<file path="src/rtl/ethernet_rx_mmio_reader_if.sv">
// Bus bundle between the rx MMIO reader and its neighbours: the MMIO
// initiator port toward the ethernet controller plus the AXI-Stream
// master port toward the packet sink. The master modport is the reader's
// view; the slave modport is the controller/sink view.
interface ethernet_rx_mmio_reader_if #(
    parameter int axis_width_p = 64
);
    logic [15:0]               mmio_addr_o;
    logic                      mmio_write_en_o;
    logic                      mmio_read_en_o;
    logic [1:0]                mmio_op_size_o;
    logic [axis_width_p-1:0]   mmio_write_data_o;
    logic [axis_width_p-1:0]   mmio_read_data_i;
    logic                      mmio_read_data_v_i;

    logic [axis_width_p-1:0]   m_axis_tdata_o;
    logic [axis_width_p/8-1:0] m_axis_tkeep_o;
    logic                      m_axis_tlast_o;
    logic                      m_axis_tvalid_o;
    logic                      m_axis_tready_i;

    modport master (
        output mmio_addr_o,
        output mmio_write_en_o,
        output mmio_read_en_o,
        output mmio_op_size_o,
        output mmio_write_data_o,
        input  mmio_read_data_i,
        input  mmio_read_data_v_i,
        output m_axis_tdata_o,
        output m_axis_tkeep_o,
        output m_axis_tlast_o,
        output m_axis_tvalid_o,
        input  m_axis_tready_i
    );

    modport slave (
        input  mmio_addr_o,
        input  mmio_write_en_o,
        input  mmio_read_en_o,
        input  mmio_op_size_o,
        input  mmio_write_data_o,
        output mmio_read_data_i,
        output mmio_read_data_v_i,
        input  m_axis_tdata_o,
        input  m_axis_tkeep_o,
        input  m_axis_tlast_o,
        input  m_axis_tvalid_o,
        output m_axis_tready_i
    );
endinterface

</file>
<file path="src/rtl/ethernet_rx_mmio_reader.sv">
// Host-side MMIO initiator that drains received frames from the ethernet
// controller. After reset it enables the rx interrupt once, then for every
// pending frame it reads the frame size, fetches the frame one beat per
// MMIO read, hands each beat out on AXI-Stream and finally writes the
// clear-buffer register. Bad sizes (zero or larger than the controller
// buffer) skip the data phase, pulse drop_o and still clear the buffer.
// Only one MMIO read is ever outstanding; read-valid outside a wait state
// is ignored.
module ethernet_rx_mmio_reader #(
    parameter int          buf_size_p      = 2048,
    parameter int          axis_width_p    = 64,
    parameter logic [15:0] rx_en_addr_p    = 16'h1018,
    parameter logic [15:0] rx_size_addr_p  = 16'h1004,
    parameter logic [15:0] rx_clear_addr_p = 16'h1000,
    parameter logic [15:0] rx_buf_base_p   = 16'h0000
) (
    input  logic clk_i,
    input  logic reset_n_i,
    input  logic rx_interrupt_pending_i,
    output logic drop_o,
    ethernet_rx_mmio_reader_if.master bus
);

    localparam int                      BEAT_BYTES = axis_width_p / 8;
    localparam logic [15:0]             BEAT_W     = 16'(BEAT_BYTES);
    localparam logic [15:0]             BUF_W      = 16'(buf_size_p);
    localparam logic [1:0]              DATA_OP    = 2'($clog2(BEAT_BYTES));
    localparam logic [1:0]              REG_OP     = 2'd2;
    localparam logic [axis_width_p-1:0] ONE_WORD   = axis_width_p'(1);

    typedef enum logic [2:0] {
        S_INIT,
        S_IDLE,
        S_RD_SIZE,
        S_W_SIZE,
        S_RD_DATA,
        S_W_DATA,
        S_SEND,
        S_CLEAR
    } state_t;

    state_t                  r_state;
    logic [15:0]             r_rem;
    logic [15:0]             r_bufAddr;
    logic [15:0]             r_mmioAddr;
    logic                    r_writeEn;
    logic                    r_readEn;
    logic [1:0]              r_opSize;
    logic [axis_width_p-1:0] r_writeData;
    logic [axis_width_p-1:0] r_tdata;
    logic [BEAT_BYTES-1:0]   r_tkeep;
    logic                    r_tlast;
    logic                    r_tvalid;
    logic                    r_drop;

    logic [BEAT_BYTES-1:0]   w_keep;
    logic                    w_lastBeat;
    logic [15:0]             w_remNext;
    logic [15:0]             w_rdSize;
    logic                    w_sizeBad;

    assign w_lastBeat = (r_rem <= BEAT_W);
    assign w_remNext  = w_lastBeat ? 16'd0 : (r_rem - BEAT_W);
    assign w_rdSize   = bus.mmio_read_data_i[15:0];
    assign w_sizeBad  = (w_rdSize == 16'd0) || (w_rdSize > BUF_W);

    // Byte enables for the beat being fetched: one bit per byte still owed.
    always_comb begin
        w_keep = '0;
        for (int b = 0; b < BEAT_BYTES; b++) begin
            w_keep[b] = (r_rem > 16'(b));
        end
    end

    // Frame-draining sequencer; every bus-facing output is registered here.
    always_ff @(posedge clk_i or negedge reset_n_i) begin
        if (!reset_n_i) begin
            r_state     <= S_INIT;
            r_rem       <= '0;
            r_bufAddr   <= '0;
            r_mmioAddr  <= '0;
            r_writeEn   <= 1'b0;
            r_readEn    <= 1'b0;
            r_opSize    <= '0;
            r_writeData <= '0;
            r_tdata     <= '0;
            r_tkeep     <= '0;
            r_tlast     <= 1'b0;
            r_tvalid    <= 1'b0;
            r_drop      <= 1'b0;
        end else begin
            r_writeEn <= 1'b0;
            r_readEn  <= 1'b0;
            r_drop    <= 1'b0;
            case (r_state)
                S_INIT: begin
                    r_mmioAddr  <= rx_en_addr_p;
                    r_opSize    <= REG_OP;
                    r_writeData <= ONE_WORD;
                    r_writeEn   <= 1'b1;
                    r_state     <= S_IDLE;
                end
                S_IDLE: begin
                    if (rx_interrupt_pending_i) begin
                        r_state <= S_RD_SIZE;
                    end
                end
                S_RD_SIZE: begin
                    r_mmioAddr <= rx_size_addr_p;
                    r_opSize   <= REG_OP;
                    r_readEn   <= 1'b1;
                    r_state    <= S_W_SIZE;
                end
                S_W_SIZE: begin
                    if (bus.mmio_read_data_v_i) begin
                        if (w_sizeBad) begin
                            r_drop  <= 1'b1;
                            r_state <= S_CLEAR;
                        end else begin
                            r_rem     <= w_rdSize;
                            r_bufAddr <= rx_buf_base_p;
                            r_state   <= S_RD_DATA;
                        end
                    end
                end
                S_RD_DATA: begin
                    r_mmioAddr <= r_bufAddr;
                    r_opSize   <= DATA_OP;
                    r_readEn   <= 1'b1;
                    r_state    <= S_W_DATA;
                end
                S_W_DATA: begin
                    if (bus.mmio_read_data_v_i) begin
                        r_tdata  <= bus.mmio_read_data_i;
                        r_tkeep  <= w_lastBeat ? w_keep : '1;
                        r_tlast  <= w_lastBeat;
                        r_tvalid <= 1'b1;
                        r_state  <= S_SEND;
                    end
                end
                S_SEND: begin
                    if (bus.m_axis_tready_i) begin
                        r_tvalid  <= 1'b0;
                        r_bufAddr <= r_bufAddr + BEAT_W;
                        r_rem     <= w_remNext;
                        r_state   <= w_lastBeat ? S_CLEAR : S_RD_DATA;
                    end
                end
                S_CLEAR: begin
                    r_mmioAddr  <= rx_clear_addr_p;
                    r_opSize    <= REG_OP;
                    r_writeData <= ONE_WORD;
                    r_writeEn   <= 1'b1;
                    r_state     <= S_IDLE;
                end
                default: begin
                    r_state <= S_INIT;
                end
            endcase
        end
    end

    assign bus.mmio_addr_o       = r_mmioAddr;
    assign bus.mmio_write_en_o   = r_writeEn;
    assign bus.mmio_read_en_o    = r_readEn;
    assign bus.mmio_op_size_o    = r_opSize;
    assign bus.mmio_write_data_o = r_writeData;
    assign bus.m_axis_tdata_o    = r_tdata;
    assign bus.m_axis_tkeep_o    = r_tkeep;
    assign bus.m_axis_tlast_o    = r_tlast;
    assign bus.m_axis_tvalid_o   = r_tvalid;
    assign drop_o                = r_drop;

endmodule
</file>
<file path="src/flat_wrapper.sv">
// flat-port wrapper written by rule: the top's interface ports become plain ports
module ethernet_rx_mmio_reader_flat 
#(
    parameter int          buf_size_p      = 2048,
    parameter int          axis_width_p    = 64,
    parameter logic [15:0] rx_en_addr_p    = 16'h1018,
    parameter logic [15:0] rx_size_addr_p  = 16'h1004,
    parameter logic [15:0] rx_clear_addr_p = 16'h1000,
    parameter logic [15:0] rx_buf_base_p   = 16'h0000
)
  (clk_i, reset_n_i, rx_interrupt_pending_i, drop_o, bus_mmio_addr_o, bus_mmio_write_en_o, bus_mmio_read_en_o, bus_mmio_op_size_o, bus_mmio_write_data_o, bus_mmio_read_data_i, bus_mmio_read_data_v_i, bus_m_axis_tdata_o, bus_m_axis_tkeep_o, bus_m_axis_tlast_o, bus_m_axis_tvalid_o, bus_m_axis_tready_i);
  ethernet_rx_mmio_reader_if #(.axis_width_p(axis_width_p)) bus_i ();
  input  logic clk_i;
  input  logic reset_n_i;
  input  logic rx_interrupt_pending_i;
  output logic drop_o;
  output wire logic [$bits(bus_i.mmio_addr_o)-1:0] bus_mmio_addr_o;
  output wire logic [$bits(bus_i.mmio_write_en_o)-1:0] bus_mmio_write_en_o;
  output wire logic [$bits(bus_i.mmio_read_en_o)-1:0] bus_mmio_read_en_o;
  output wire logic [$bits(bus_i.mmio_op_size_o)-1:0] bus_mmio_op_size_o;
  output wire logic [$bits(bus_i.mmio_write_data_o)-1:0] bus_mmio_write_data_o;
  input wire logic [$bits(bus_i.mmio_read_data_i)-1:0] bus_mmio_read_data_i;
  input wire logic [$bits(bus_i.mmio_read_data_v_i)-1:0] bus_mmio_read_data_v_i;
  output wire logic [$bits(bus_i.m_axis_tdata_o)-1:0] bus_m_axis_tdata_o;
  output wire logic [$bits(bus_i.m_axis_tkeep_o)-1:0] bus_m_axis_tkeep_o;
  output wire logic [$bits(bus_i.m_axis_tlast_o)-1:0] bus_m_axis_tlast_o;
  output wire logic [$bits(bus_i.m_axis_tvalid_o)-1:0] bus_m_axis_tvalid_o;
  input wire logic [$bits(bus_i.m_axis_tready_i)-1:0] bus_m_axis_tready_i;
  assign bus_mmio_addr_o = bus_i.mmio_addr_o;
  assign bus_mmio_write_en_o = bus_i.mmio_write_en_o;
  assign bus_mmio_read_en_o = bus_i.mmio_read_en_o;
  assign bus_mmio_op_size_o = bus_i.mmio_op_size_o;
  assign bus_mmio_write_data_o = bus_i.mmio_write_data_o;
  assign bus_i.mmio_read_data_i = bus_mmio_read_data_i;
  assign bus_i.mmio_read_data_v_i = bus_mmio_read_data_v_i;
  assign bus_m_axis_tdata_o = bus_i.m_axis_tdata_o;
  assign bus_m_axis_tkeep_o = bus_i.m_axis_tkeep_o;
  assign bus_m_axis_tlast_o = bus_i.m_axis_tlast_o;
  assign bus_m_axis_tvalid_o = bus_i.m_axis_tvalid_o;
  assign bus_i.m_axis_tready_i = bus_m_axis_tready_i;
  ethernet_rx_mmio_reader #(.buf_size_p(buf_size_p), .axis_width_p(axis_width_p), .rx_en_addr_p(rx_en_addr_p), .rx_size_addr_p(rx_size_addr_p), .rx_clear_addr_p(rx_clear_addr_p), .rx_buf_base_p(rx_buf_base_p)) u_core (.clk_i(clk_i), .reset_n_i(reset_n_i), .rx_interrupt_pending_i(rx_interrupt_pending_i), .drop_o(drop_o), .bus(bus_i));
endmodule
</file>
<file path="config.mk">
export PLATFORM = sky130hd
export DESIGN_NAME = ethernet_rx_mmio_reader_flat
export DESIGN_NICKNAME = d
export VERILOG_FILES = /design/src/rtl/ethernet_rx_mmio_reader_if.sv /design/src/rtl/ethernet_rx_mmio_reader.sv /design/src/flat_wrapper.sv
export SDC_FILE = /design/constraint.sdc
export NUM_CORES = 1
export LEC_CHECK = 0
export CAP_MARGIN = 10
export CORE_MARGIN = 2
export CORE_UTILIZATION = 57
export DETAILED_ROUTE_END_ITERATION = 12
export DONT_BUFFER_PORTS = 1
export PLACE_DENSITY = 0.78
export SLEW_MARGIN = 15
export SYNTH_ARGS = -nofsm -noshare
export SYNTH_HDL_FRONTEND = slang
export SYNTH_SLANG_ARGS = --single-unit
export TNS_END_PERCENT = 30
</file>
<file path="constraint.sdc">
create_clock -name clk_i -period 2.15 [get_ports clk_i]
set_clock_uncertainty 0.15 [all_clocks]
set_input_delay 0.3225 -clock clk_i [delete_from_list [all_inputs] [get_ports clk_i]]
set_output_delay 0.3225 -clock clk_i [all_outputs]
set_load 0.02 [all_outputs]
</file>
-- Word level (Yosys, flattened, before mapping)
Index checks and enable logic that the tools add are counted.
- shifts and indexed selects: 0
- magnitude comparators: 10
- div/mod/pow operators: 0
- multiplexer cells: 27
- multipliers: 0
- equal/unequal tests: 12
- reduce and logical (&&, ||, !) cells: 14
- add/subtract/negate cells: 2
- bitwise operators: 0
- operator list (cell ; number):
    16-bit 2-to-1 mux ; 7
    16-bit by 3-bit greater-than comparator with 1-bit output, second input constant ; 4
    16-bit case mux with 2 select lines ; 2
    16-bit case mux with 4 select lines ; 1
    16-bit by 1-bit greater-than comparator with 1-bit output, second input constant ; 2
    16-bit by 2-bit greater-than comparator with 1-bit output, second input constant ; 2
    3-bit case mux with 7 select lines ; 1
    16-bit by 4-bit adder with 16-bit output, second input constant ; 1
    16-bit by 12-bit greater-than comparator with 1-bit output, second input constant ; 1
    16-bit by 4-bit <= comparator with 1-bit output, second input constant ; 1
    16-bit logical NOT ; 1
    16-bit by 4-bit subtractor with 16-bit output, second input constant ; 1
    3-bit == test, second input constant ; 4
    3-bit 2-to-1 mux ; 4
    2-bit != test, second input constant ; 5
    8-bit 2-to-1 mux ; 1
    4-bit AND reduction ; 2
    1-bit 2-to-1 mux ; 7
    3-bit by 2-bit == test with 1-bit output, second input constant ; 2
    2-bit nonzero test ; 3
    2-bit 2-to-1 mux ; 2
    2-bit case mux with 2 select lines ; 1
    4-bit nonzero test ; 1
    2-bit OR reduction ; 2
    7 further kinds ; 7
- bits in latches: 0
- output and inout port bits: 159
- memories: 0
- ROM bits: 0
- bits in registers: 131
- memory bits (writable): 0

-- Depth between registers and ports, before layout
- word-level depth: 5
- depth in mapped cells: 8
- mapped depth without buffers: 7

-- Worst setup path after synthesis
No wires, ideal clock.
- path kind: register to register
- start: register u_core.r_rem[5]
- end: register u_core.r_rem[6]
- path slack: 0.116 ns
- stages on the path, launching flop included: 8
- buffers on the path: 1
- clock period less this slack: 2.034 ns
- arrival time: 1.758 ns
- setup time: 0.126 ns
- cells stage by stage: dfrtp_1 nor4_4 nand3_1 o21bai_2 a21o_1 buf_4 nor4_1 a221o_1
- word-level cells in the longest chain between the ends: 4
- elaborated cells between the ends (all ways): 5
- RTL lines (what ; RTL line ; RTL):
    start: declaration ; ethernet_rx_mmio_reader.sv:43 ; logic [15:0] r_rem;
    start signal: assignment ; ethernet_rx_mmio_reader.sv:120 ; r_rem <= w_rdSize;
    start signal: assignment ; ethernet_rx_mmio_reader.sv:145 ; r_rem <= w_remNext;
    16-bit by 4-bit subtractor with 16-bit output or 16-bit by 4-bit <= comparator with 1-bit output (tied branches) ; ethernet_rx_mmio_reader.sv:63, ethernet_rx_mmio_reader.sv:62 ;
    16-bit 2-to-1 mux * ; ethernet_rx_mmio_reader.sv:63 ; assign w_remNext = w_lastBeat ? 16'd0 : (r_rem - BEAT_W);
    16-bit 2-to-1 mux * ; ethernet_rx_mmio_reader.sv:142 ; if (bus.m_axis_tready_i) begin
    16-bit case mux with 2 select lines * ; ethernet_rx_mmio_reader.sv:95 ; case (r_state)
Every way passes the cells marked *; elsewhere a longest branch is shown, timed or not. The select of a mux whose other input is x is not followed.
A chain may end at the register's enable or synchronous reset.

-- Worst setup path in the final report
- start: register u_core.r_rem[14]
- end: register u_core.r_rem[6]
- word-level cells in the longest chain between the ends: 4
- RTL lines (what ; RTL line ; RTL):
    16-bit by 4-bit <= comparator with 1-bit output ; ethernet_rx_mmio_reader.sv:62 ; assign w_lastBeat = (r_rem <= BEAT_W);
    16-bit 2-to-1 mux ; ethernet_rx_mmio_reader.sv:63 ;
    16-bit 2-to-1 mux ; ethernet_rx_mmio_reader.sv:142 ;
    16-bit case mux with 2 select lines ; ethernet_rx_mmio_reader.sv:95 ;
Every way passes these cells. The select of a mux whose other input is x is not followed.

==> summary.md <==
| Metric | Value |
|---|---|
| N_diodes | `0` |
| Final min period | `2.11 ns` |
| Setup TNS | `0 ns` |
| Power per cell area | `1430 nW/µm²` |
| R2r startpoint | `u_core.r_rem[14]` |
| GRT Overall Usage | `24.4%` |
| Post-synth ARST share | `100%` |
| Reg area | `3180 µm²` |
| Largest net degree at the start of global routing | `128` |
| CTS Root Cell | `clkbuf_8` |
| Crit. End Element | `flip-flop` |
| Die Footprint | `11300 µm²` |
| Register bit total from synthesis | `127` |
| Final period util | `98.2%` |
| Post-place setup slack | `0.0237 ns` |
| Vias per cell | `5.50` |
| Detailed-route wire length | `13.4 mm` |
| Setup Viol. Count Final | `0` |
| Synth Warn # | `0` |
| Fin area | `7240 µm²` |
| Final ANT Viol Nets | `0` |
| Mapped Area | `5970 µm²` |
| Met3 Wirelength | `1.15 mm` |
| H-Tree Level Count | `4` |
| Fillcell total | `692` |
| Hold-fix buffers, CTS | `67` |
| DRC | `0` |
| Multi-input gate area | `2440 µm²` |
| Count of input and output buffers | `0` |
| I/O pin count | `228` |
| Final Max Tran Viols | `0` |
| Worst-Margin Slew | `0.499 ns` |
| Core area | `10200 µm²` |
| Initial core utilization | `58.3%` |
| CTS sink count | `127` |
| Most used flip-flop cell after synthesis | `dfrtp_1` |
| Area fraction of the dominant cell type after synthesis | `53.2%` |
| Kind of start point of the critical path | `flip-flop` |
| Critical path class | `flip-flop to flip-flop` |
| Smallest hold slack | `-0.665 ns` |
| Clock Latency Late Sink | `0.53 ns` |
| Slack of the critical path | `0.0390 ns` |
| Nets | `689` |
| Final Power | `0.0103 W` |
| Post-synth top cells | `127 x dfrtp_1, 65 x buf_4, 64 x mux2_2, 47 x nand2_1, 35 x nor2_1` |
| CP max FO | `10` |
| 1st-pass router iterations | `4` |
| DR WL/cell | `17.5 µm` |
| DP Area | `5960 µm²` |
| CTS tree | `yes` |
| Inserted Clock Buffers | `17` |
| M1 wire length | `4.92 mm` |
| Inst Count DP | `667` |
| Ranking of synthesized cells by area | `dfrtp_1 53%, mux2_2 12%, buf_4 8.2%` |
| Fmax achieved | `474 MHz` |
| Final hold viol count | `127` |
| VDD IR max | `0.820 mV` |
| Yosys top cell by area | `dfrtp_1` |
| Layout cells sized above 1 | `20.3%` |
| Sequential area share after synthesis | `53.2%` |
| WP data arrival | `2.36 ns` |
| Vias | `4216` |
| Worst Path Required | `2.40 ns` |
| GRT Residual Overflow | `0` |
| Iteration-0 DRC Markers | `397` |
| Max Used Layer | `met4` |
| Worst-path clk slew | `0.07 ns` |
| DPL Wire Length | `8.08 mm` |
| Critical Path Source | `u_core.r_rem[14]` |
| Netlist cell types | `55` |
| Normalized max-slew margin | `66.5%` |
| Clk buf depth | `2` |
| Row count | `37` |
| Vias in the first global route | `4205` |
| Chip height | `106 µm` |
| Avg Inst Size Synth | `11.1 µm²` |
| Global-route wire length before repair | `21.1 mm` |
| Outcome | `complete, but fails checks` |
| Post-synth EDFFs | `0` |
| MaxCap Viol Count | `0` |
| Initial antenna violation count | `0` |
| Chip width | `106 µm` |
| Leakage | `3.34 nW` |
| Worst hold path type | `primary input to async pin` |
| Met2 wire len | `6.93 mm` |
| Gp weighted congestion | `0.822` |
| Failing checks | `negative hold slack` |
| Most common cell in the netlist | `dfrtp_1` |
| Gate Count Post-Synth | `536` |
| Synth-to-Final Area Change | `21.3%` |
| Finished Layout Cells | `766` |
[sequential cells by signal (all words and copies together) (netlist names)]
register / flops
u_core.bus.m_axis_tkeep_o: 8
u_core.bus.mmio_addr_o: 15
u_core.r_state: 3
u_core.bus.mmio_write_en_o: 1
u_core.bus.mmio_op_size_o: 2
u_core.drop_o: 1
u_core.bus.m_axis_tlast_o: 1
u_core.r_bufAddr: 13
u_core.bus.mmio_read_en_o: 1
u_core.bus.mmio_write_data_o: 1
u_core.bus.m_axis_tdata_o: 64
u_core.r_rem: 16
u_core.bus.m_axis_tvalid_o: 1
[where the power goes]
group	switching, W	internal [W]
logic	0.00135	0.00124
clock network	0.00114	0.00169
registers	0.00167	0.00327
[timing repair]
item | in CTS | in global routing
hold endpoints to repair | 209 | 127
setup endpoints to repair | 0 | 11
resized for setup | 0 | 3
buffers inserted | 0 | 0
[kinds of logic (layout without fill, tap and decap cells)]
kind of cell / Yosys count / after routing / share of synthesized area [%]
simple gates: 136 / 136 / 11.3
flops: 127 / 127 / 53.2
buf+inv: 95 / 127 / 10.2
compound gates: 88 / 88 / 9.03
mux: 76 / 76 / 14.1
xor+xnor: 10 / 10 / 1.47
fa+ha+maj: 3 / 3 / 0.629
other cells: 1 / 63 / 0.0628
[path summary, 6_finish.rpt]
path / endpoint / slack, ns / cells after the start
min in group clk_i: u_core.r_rem[11] / 0.04 / 4
max: u_core.r_rem[6] / 0.04 / 7
max reg2reg: u_core.r_rem[6] / 0.04 / 7
min reg2reg: u_core.r_rem[13] / 0.39 / 2
max in group asynchronous: u_core.r_rem[9] / 2.39 / 0
min: u_core.r_rem[8] / -0.66 / 0
[cell type report]
| cell class | instances | area share, % |
|---|---|---|
| clock buffer | 17 | 5.72 |
| tap | 136 | 2.35 |
| timing repair buffer | 87 | 11.5 |
| sequential | 127 | 43.9 |
| clock inverter | 15 | 2.42 |
| inverter | 8 | 0.415 |
| multi-input combinational | 376 | 33.7 |
[placed cells by master (no fill, tap or decap), types with 10 or more instances in the layout]
| cell | instances |
|---|---|
| o21ai_0 | 29 |
| conb_1 | 63 |
| buf_4 | 19 |
| mux2i_1 | 12 |
| dfrtp_1 | 127 |
| a21oi_1 | 10 |
| mux2_2 | 64 |
| nand2_1 | 46 |
| o21ai_1 | 16 |
| clkbuf_16 | 16 |
| dlygate4sd3_1 | 67 |
| nor2_1 | 35 |
[worst max-delay path, stage by stage, from the launching register on]
cell and delay, ns:
dfrtp_1 0.43, nor4_2 0.36, nand3_1 0.20, o21bai_2 0.20, a21o_1 0.11, buf_4 0.17, nor4_1 0.07, a221o_1 0.29
[layer usage]
| metal | vias up | track usage, % |
|---|---|---|
| li1 | 1908 | - |
| met5 | - | 0 |
| met4 | 0 | 11.8 |
| met1 | 2064 | 26.9 |
| met3 | 30 | 10.7 |
| met2 | 214 | 40.2 |
[per-stage QoR]
stage	utilization [%]	hold slack (ns)
6_report	70.8	-0.665
5_1_grt	70.8	-0.696
4_1_cts	70.6	-0.688
3_5_place_dp	58.3	-0.118
3_3_place_gp	58.3	-0.119
2_1_floorplan	-	-0.123
Power figures use the tool's default switching activity.
